### src/rtl/port_slicer_bank.sv
// Slices N_FIELDS fixed-position fields out of a packed bus into extended output lanes.
// SYNC_MODE selects plain registered pass-through or a load/apply double buffer.
module port_slicer_bank #(
   parameter int DIN_WIDTH    = 512,
   parameter int N_FIELDS     = 8,
   parameter int FIELD_WIDTH  = 32,
   parameter int FIELD_BASE   = 0,
   parameter int FIELD_STRIDE = 32,
   parameter int OUT_WIDTH    = 32,
   parameter int SIGN_EXT     = 0,
   parameter int SYNC_MODE    = 0
) (
   input  logic                          aclk,
   input  logic                          aresetn,
   input  logic [DIN_WIDTH-1:0]          din,
   input  logic                          load,
   input  logic                          apply,
   output logic [N_FIELDS*OUT_WIDTH-1:0] dout,
   output logic [N_FIELDS-1:0]           changed,
   output logic                          updated,
   output logic                          pending
);

   localparam int LANES_W = N_FIELDS * OUT_WIDTH;
   localparam int TOP_BIT = FIELD_BASE + (N_FIELDS - 1) * FIELD_STRIDE + FIELD_WIDTH;

   if (TOP_BIT > DIN_WIDTH || N_FIELDS < 1 || N_FIELDS > 16 ||
       FIELD_STRIDE < FIELD_WIDTH || OUT_WIDTH < FIELD_WIDTH) begin : g_cfg_err
      $error("port_slicer_bank: field layout does not fit the configured widths");
   end

   typedef enum logic {IDLE, ARMED} state_t;

   function automatic logic [OUT_WIDTH-1:0] extend(input logic [FIELD_WIDTH-1:0] f);
      logic [OUT_WIDTH-1:0] r;
      r = '0;
      r[FIELD_WIDTH-1:0] = f;
      for (int b = FIELD_WIDTH; b < OUT_WIDTH; b++) begin
         r[b] = (SIGN_EXT != 0) ? f[FIELD_WIDTH-1] : 1'b0;
      end
      return r;
   endfunction

   state_t              state_q, state_d;
   logic [LANES_W-1:0]  dout_q, dout_d;
   logic [LANES_W-1:0]  shadow_q, shadow_d;
   logic [N_FIELDS-1:0] changed_q;
   logic                updated_q;
   logic [LANES_W-1:0]  din_ext;
   logic [N_FIELDS-1:0] lane_diff;
   logic                wr;
   logic                din_unused;

   // Bits between or beyond the fields are intentionally dropped.
   assign din_unused = ^din;

   for (genvar i = 0; i < N_FIELDS; i++) begin : g_lane
      assign din_ext[i*OUT_WIDTH +: OUT_WIDTH] =
         extend(din[FIELD_BASE + i*FIELD_STRIDE +: FIELD_WIDTH]);
      assign lane_diff[i] = (dout_d[i*OUT_WIDTH +: OUT_WIDTH] != dout_q[i*OUT_WIDTH +: OUT_WIDTH]);
   end

   always_comb begin
      state_d  = state_q;
      shadow_d = shadow_q;
      dout_d   = dout_q;
      wr       = 1'b0;
      if (SYNC_MODE == 0) begin
         state_d = IDLE;
         dout_d  = din_ext;
         wr      = (din_ext != dout_q);
      end else begin
         case (state_q)
            IDLE: begin
               if (load && apply) begin
                  dout_d   = din_ext;
                  shadow_d = din_ext;
                  wr       = 1'b1;
               end else if (load) begin
                  shadow_d = din_ext;
                  state_d  = ARMED;
               end
            end
            ARMED: begin
               // Simultaneous load+apply bypasses the stale shadow entirely.
               if (load && apply) begin
                  dout_d   = din_ext;
                  shadow_d = din_ext;
                  wr       = 1'b1;
                  state_d  = IDLE;
               end else if (load) begin
                  shadow_d = din_ext;
               end else if (apply) begin
                  dout_d  = shadow_q;
                  wr      = 1'b1;
                  state_d = IDLE;
               end
            end
            default: state_d = IDLE;
         endcase
      end
   end

   always_ff @(posedge aclk) begin
      if (!aresetn) begin
         state_q   <= IDLE;
         dout_q    <= '0;
         shadow_q  <= '0;
         changed_q <= '0;
         updated_q <= 1'b0;
      end else begin
         state_q   <= state_d;
         dout_q    <= dout_d;
         shadow_q  <= shadow_d;
         changed_q <= wr ? lane_diff : '0;
         updated_q <= wr;
      end
   end

   assign dout    = dout_q;
   assign changed = changed_q;
   assign updated = updated_q;
   assign pending = (state_q == ARMED);

endmodule
### config.mk
export PLATFORM = sky130hd
export DESIGN_NAME = port_slicer_bank
export DESIGN_NICKNAME = d
export VERILOG_FILES = /design/src/rtl/port_slicer_bank.sv
export SDC_FILE = /design/constraint.sdc
export NUM_CORES = 1
export LEC_CHECK = 0
export CORE_AREA = 4 4 305 307
export CTS_CLUSTER_SIZE = 8
export DETAILED_ROUTE_END_ITERATION = 8
export DIE_AREA = 0 0 309 311
export GPL_TIMING_DRIVEN = 0
export PLACE_DENSITY_LB_ADDON = 0.05
export SKIP_LAST_GASP = 1
export SLEW_MARGIN = 25
export SYNTH_ARGS = -nofsm -noshare
export SYNTH_HDL_FRONTEND = slang
export SYNTH_SLANG_ARGS = --single-unit
### constraint.sdc
create_clock -name aclk -period 2.3 [get_ports aclk]
set_clock_uncertainty 0.1 [all_clocks]
set_input_delay 0.345 -clock aclk [delete_from_list [all_inputs] [get_ports aclk]]
set_output_delay 0.345 -clock aclk [all_outputs]
set_load 0.005 [all_outputs]
==> results.txt, run 1 <==
worst reg2reg path depth: 6
top post-synthesis cells by area: dfxtp_1 (54%), xnor2_1 (23%), and2_1 (16%), nand4_1 (4.3%), clkbuf_1 (1.1%)
Place WS: -1260 ps
P per Cell Area: 714 mW/mm²
Min-Delay Path Depth: 2
layout cell share with drive strength beyond 1: 0.0518
1st-iter DRT viols: 176
minimum clock period: 2160 ps
Max-slew headroom: 0.500
Worst Setup Start Kind: flop
switching share of power: 0.254
clock slew at reported path FFs: 50 ps
antenna violations before repair: 11
YS warnings: 0
worst hold path class: in2reg
CTS Root Cell: clkbuf_16
max_cap viols: 0
TritonCTS clock tree: yes
row count: 110
port bufs: 521
Ports: 782
Finished Layout Cells: 2668
worst-path cell chain: xnor2_1 -> nand4_1 -> nor4_4 -> buf_4 -> nand4_1 -> o41a_1
Syn Nets: 1417
Worst EP required: 2630 ps
Avg Cell Area, Syn: 11.0 µm²
FMAX: 463 MHz
clock group share of total power: 0.457
per-cell routed wire length: 20.2 µm
post-cts hold buffer count: 0
Tot GR Track Use: 0.109
post-synth top area cell: dfxtp_1
placed cell count: 2599
NumNets Final: 1986
Crit-path slowest cell: o41a_1
total negative setup slack: 0 ps
Num CTS Buffers: 41
Crit path arrival time: 2490 ps
most used cell along the critical path: nand4_1
GPL Wtd Cong: 0.727
sequential fraction of design power: 0.391
critical path class: reg2reg
Min Hold Slack: 129 ps
pin count of the biggest net entering global routing: 11
fin crit share: 0.939
Peak VDD IR: 0.000320 V
gr ovfl total: 0
Synth top area share: 0.535
Psw: 0.00326 W
Hold Fails Final Rpt: 0
register area share after synthesis: 0.535
RSZ-0062 raised after global routing: false
FF+latch count, synth: 265
detailed-route via count: 8240
status: complete, no violations
Final Max Tran Viols: 0
Detailed Routing Iterations Pass 1: 4
worst setup margin: 141 ps
max incr delay on CP: 460 ps
Detailed Route WL: 53900 µm
Worst setup EP type: flop
Power Total: 0.0129 W
Int Pwr: 0.00960 W
slew at the pin closest to its max-slew limit: 751 ps
clock buffer depth: 3
Core ar.: 0.0900 mm²
Routed Antenna Nets: 0
Gate power share: 0.153
Layout area overhead: 81.9%
CTS H-Tree Depth: 2
Initial Util: 0.110
distinct cell type count after synthesis: 11
Vias/cell: 3.09
DP HPWL: 44300 µm
vias in the first global route: 9185
Die W: 309 µm
die height: 311 µm
first-pass GRT wire length: 73800 µm
Synth Cell Area: 0.00991 mm²
Leak: 6.18 nW
Clock Sinks: 265
Clock Latency Late Sink: 550 ps
post-synthesis cell count: 901
die area: 0.0961 mm²
Final setup viols: 0
crit-path max FO: 2
drc violations: 0
## path summary, 6_finish.rpt
path	startpoint	slack, ps	end
worst max-delay path	dout[100]$_SDFF_PN0_	140	updated$_SDFF_PN0_
worst min-delay path	aresetn	130	changed[4]$_SDFF_PN0_
worst max register to register	dout[100]$_SDFF_PN0_	140	updated$_SDFF_PN0_
worst min register to register	dout[220]$_SDFF_PN0_	650	changed[6]$_SDFF_PN0_
## flip-flops by register name (all words and copies together), names as in the netlist
| name | flops |
|---|---|
| changed | 8 |
| dout | 256 |
| updated | 1 |
## power groups by stage
stage | combinational (W) | sequential, W | clock (W)
after global placement | 0.00201 | 0.00512 | 0
final | 0.00196 | 0.00503 | 0.00588
after floorplan | 0.000613 | 0.00512 | 0
after global routing | 0.00214 | 0.00506 | 0.00636
after detailed placement | 0.00200 | 0.00512 | 0
after CTS | 0.00204 | 0.00503 | 0.00623
## kinds of logic after synthesis
family	synth area share
compound gates	0.00720
xor+xnor	0.226
buf+inv	0.0117
flops	0.535
other cells	0.000378
simple gates	0.219
## worst max-delay path, delay by kind of cell, from the launching register on
kind / cells / cell delay, ps
and+or+nand+nor: 3 / 800
AOI/OAI and AO/OA: 1 / 460
DFF: 1 / 320
xor gates and xnor gates: 1 / 190
buffers and inverters: 1 / 190
## through the flow
stage          instance area (µm²)  utilization
3_5_place_dp                 16600        0.185
5_1_grt                      18000        0.200
2_1_floorplan                 9910            -
3_3_place_gp                 16600        0.184
6_report                     18000        0.200
4_1_cts                      18000        0.200
## area by class of cell
type / instances / area [µm²]
timing repair buffer: 526 / 5260
fill: 9989 / 72000
clock inverter: 3 / 43.8
buffer: 30 / 119
antenna: 5 / 12.5
tap: 1176 / 1470
multi-input combinational: 606 / 4670
clock buffer: 57 / 1150
sequential: 265 / 5310
## synth_stat cells
cell      instances
nand4_1          68
dfxtp_1         265
xnor2_1         256
conb_1            1
o41a_1            1
and2_1          256
nor4_1            9
nor4_2            7
buf_4             1
clkbuf_1         29
a21boi_0          8
## per-layer routing
metal,vias up,part of all wire,track usage
li1,4060,-,-
met1,3721,0.40,0.123
met2,391,0.44,0.172
met3,62,0.15,0.0690
met4,6,0.018,0.0259
met5,-,0.00085,0
## cell usage in the layout (no fill, tap or decap), types with 5 or more instances in the layout
cell and n:
buf_4 5, clkdlybuf4s50_1 521, diode_2 5, nor4_2 6, nor4_4 8, and2_1 256, xnor2_1 249, xnor2_2 6
nand4_1 68, dfxtp_1 265, clkbuf_1 39, a21boi_0 8, clkbuf_16 43
## repair_timing
item,4_1_cts,5_1_grt
endpoints found under the setup margin,2,1
buffers inserted,3,1
gates cloned,0,0
gates resized for setup,17,4
pin swaps,7,6
No activity file was read; power rests on OpenSTA's default activity.
==> inputs of run 2 (changes only) <==
Settings changed: HOLD_SLACK_MARGIN from default to 0.03.
==> results of run 2 <==
Final layout, timing and power as in run 1 (identical DEF).
==> inputs of run 3 (changes only) <==
Settings changed: SLEW_MARGIN 25 to 20.
==> results.txt, run 3 (synthesis results as in run 1) <==
Num CTS Buffers: 41
antenna violations before repair: 15
worst reg2reg path depth: 6
1st-iter DRT viols: 203
Detailed Route WL: 54100 µm
vias in the first global route: 9213
first-pass GRT wire length: 74100 µm
Top delay family on crit path: simple AND/OR/NAND/NOR gates
FMAX: 464 MHz
worst setup path end: updated$_SDFF_PN0_
fillers: 9941
post-cts hold buffer count: 0
Leak: 6.18 nW
port bufs: 521
commonest non-fill, non-tap cell in the layout: clkdlybuf4s50_1
Final Core Density: 0.200
RSZ-0062 raised after global routing: false
detailed-route via count: 8278
Core ar.: 0.0900 mm²
row count: 110
clock group share of total power: 0.459
Final Max Tran Viols: 0
Power Total: 0.0129 W
TritonCTS clock tree: yes
WP buf/inv: 1
Hold Fails Final Rpt: 0
Min-Delay Path Depth: 2
NumNets Final: 1984
Clock Sinks: 265
Die W: 309 µm
CTS H-Tree Depth: 2
gr ovfl total: 0
max_cap viols: 0
Crit path arrival time: 2490 ps
Worst Setup Start Kind: flop
pin count of the biggest net entering global routing: 11
CTS Root Cell: clkbuf_16
drc violations: 0
Layout area overhead: 81.9%
placed cell count: 2598
Worst Setup SP: dout[16]$_SDFF_PN0_
Max-slew headroom: 0.453
FF-to-FF setup slack: 140 ps
worst-path cell chain: xnor2_2 -> nand4_1 -> nor4_4 -> buf_4 -> nand4_1 -> o41a_1
Detailed Routing Iterations Pass 1: 4
P per Cell Area: 717 mW/mm²
switching share of power: 0.252
status: complete, no violations
worst hold path class: in2reg
Final setup viols: 0
sequential fraction of design power: 0.389
commonest cells after routing, fill and taps aside: clkdlybuf4s50_1 (520), dfxtp_1 (265), and2_1 (256), xnor2_1 (249), nand4_1 (68)
Gate power share: 0.152
Ports: 782
Vias/cell: 3.10
Worst setup EP type: flop
crit-path max FO: 2
Initial Util: 0.110
layout cell share with drive strength beyond 1: 0.0512
GPL Wtd Cong: 0.727
Crit Reg-Reg Endpoint: updated$_SDFF_PN0_
die height: 311 µm
clock slew at reported path FFs: 50 ps
r2r startpoint: dout[16]$_SDFF_PN0_
minimum clock period: 2160 ps
per-cell routed wire length: 20.3 µm
flip-flop count of the largest register after layout: 256
Crit-path slowest cell: o41a_1
critical path class: reg2reg
max incr delay on CP: 450 ps
Psw: 0.00326 W
DP HPWL: 44100 µm
clock buffer depth: 3
Routed Antenna Nets: 0
Levels on crit path: 6
Worst EP required: 2640 ps
most used cell along the critical path: nand4_1
Tot GR Track Use: 0.109
Clock Latency Late Sink: 550 ps
Peak VDD IR: 0.000525 V
slew at the pin closest to its max-slew limit: 820 ps
Finished Layout Cells: 2669
Int Pwr: 0.00966 W
die area: 0.0961 mm²
fin crit share: 0.937
-- run 3: changes by cell type in the layout (fill, tap and decap cells not counted), sizes merged --
cell	change
diode	+5
dlymetal6s2s	+1
buf	-2
clkbuf	-3
bufinv	+1
clkdlybuf4s50	-1
-- run 3: how the worst min path moves through the flow --
stage / startpoint / to
after floorplan: din[0] / dout[0]$_SDFF_PN0_
after global placement: dout[90]$_SDFF_PN0_ / changed[2]$_SDFF_PN0_
after detailed placement: dout[90]$_SDFF_PN0_ / changed[2]$_SDFF_PN0_
after CTS: din[36] / dout[36]$_SDFF_PN0_
after global routing: din[32] / dout[32]$_SDFF_PN0_
final: din[32] / dout[32]$_SDFF_PN0_
-- run 3: area by class of cell --
type                            count  area [µm²]  area share
Timing Repair Buffer              524        5240       0.291
Clock buffer                       54        1130      0.0625
Buffer                             30         120     0.00666
Antenna cell                       10        25.0     0.00139
Tap cell                         1176        1470      0.0816
Multi-Input combinational cell    606        4670       0.259
Clock inverter                      4        73.8     0.00409
Sequential cell                   265        5310       0.294
-- run 3: stage by stage --
stage	hold slack [ps]	setup WS (ps)	setup TNS (ps)	area [µm²]
floorplan	367	696	0	9910
global placement	621	-1260	-3290	16600
global route	101	1.99	0	18000
finish	122	144	0	18000
detailed placement	647	-1260	-2770	16600
CTS	251	3.47	0	18000
-- run 3: layer usage --
metal	routed length, µm	global-route usage	up-vias
met5	46	0	-
met4	1110	0.0267	6
met3	7790	0.0703	66
met2	23600	0.173	384
met1	21500	0.122	3751
li1	-	-	4071
-- run 3: timing repair --
action,in CTS,in global routing
endpoints found under the setup margin,2,1
setup buffers,3,0
gates resized for setup,20,3
pin swaps,9,7
-- run 3: power groups by stage --
stage / Clock, W / Sequential (W) / Combinational [W]
finish: 0.00594 / 0.00503 / 0.00196
global route: 0.00643 / 0.00505 / 0.00214
CTS: 0.00632 / 0.00503 / 0.00204
detailed placement: 0 / 0.00512 / 0.00200
global placement: 0 / 0.00512 / 0.00201
floorplan: 0 / 0.00512 / 0.000613
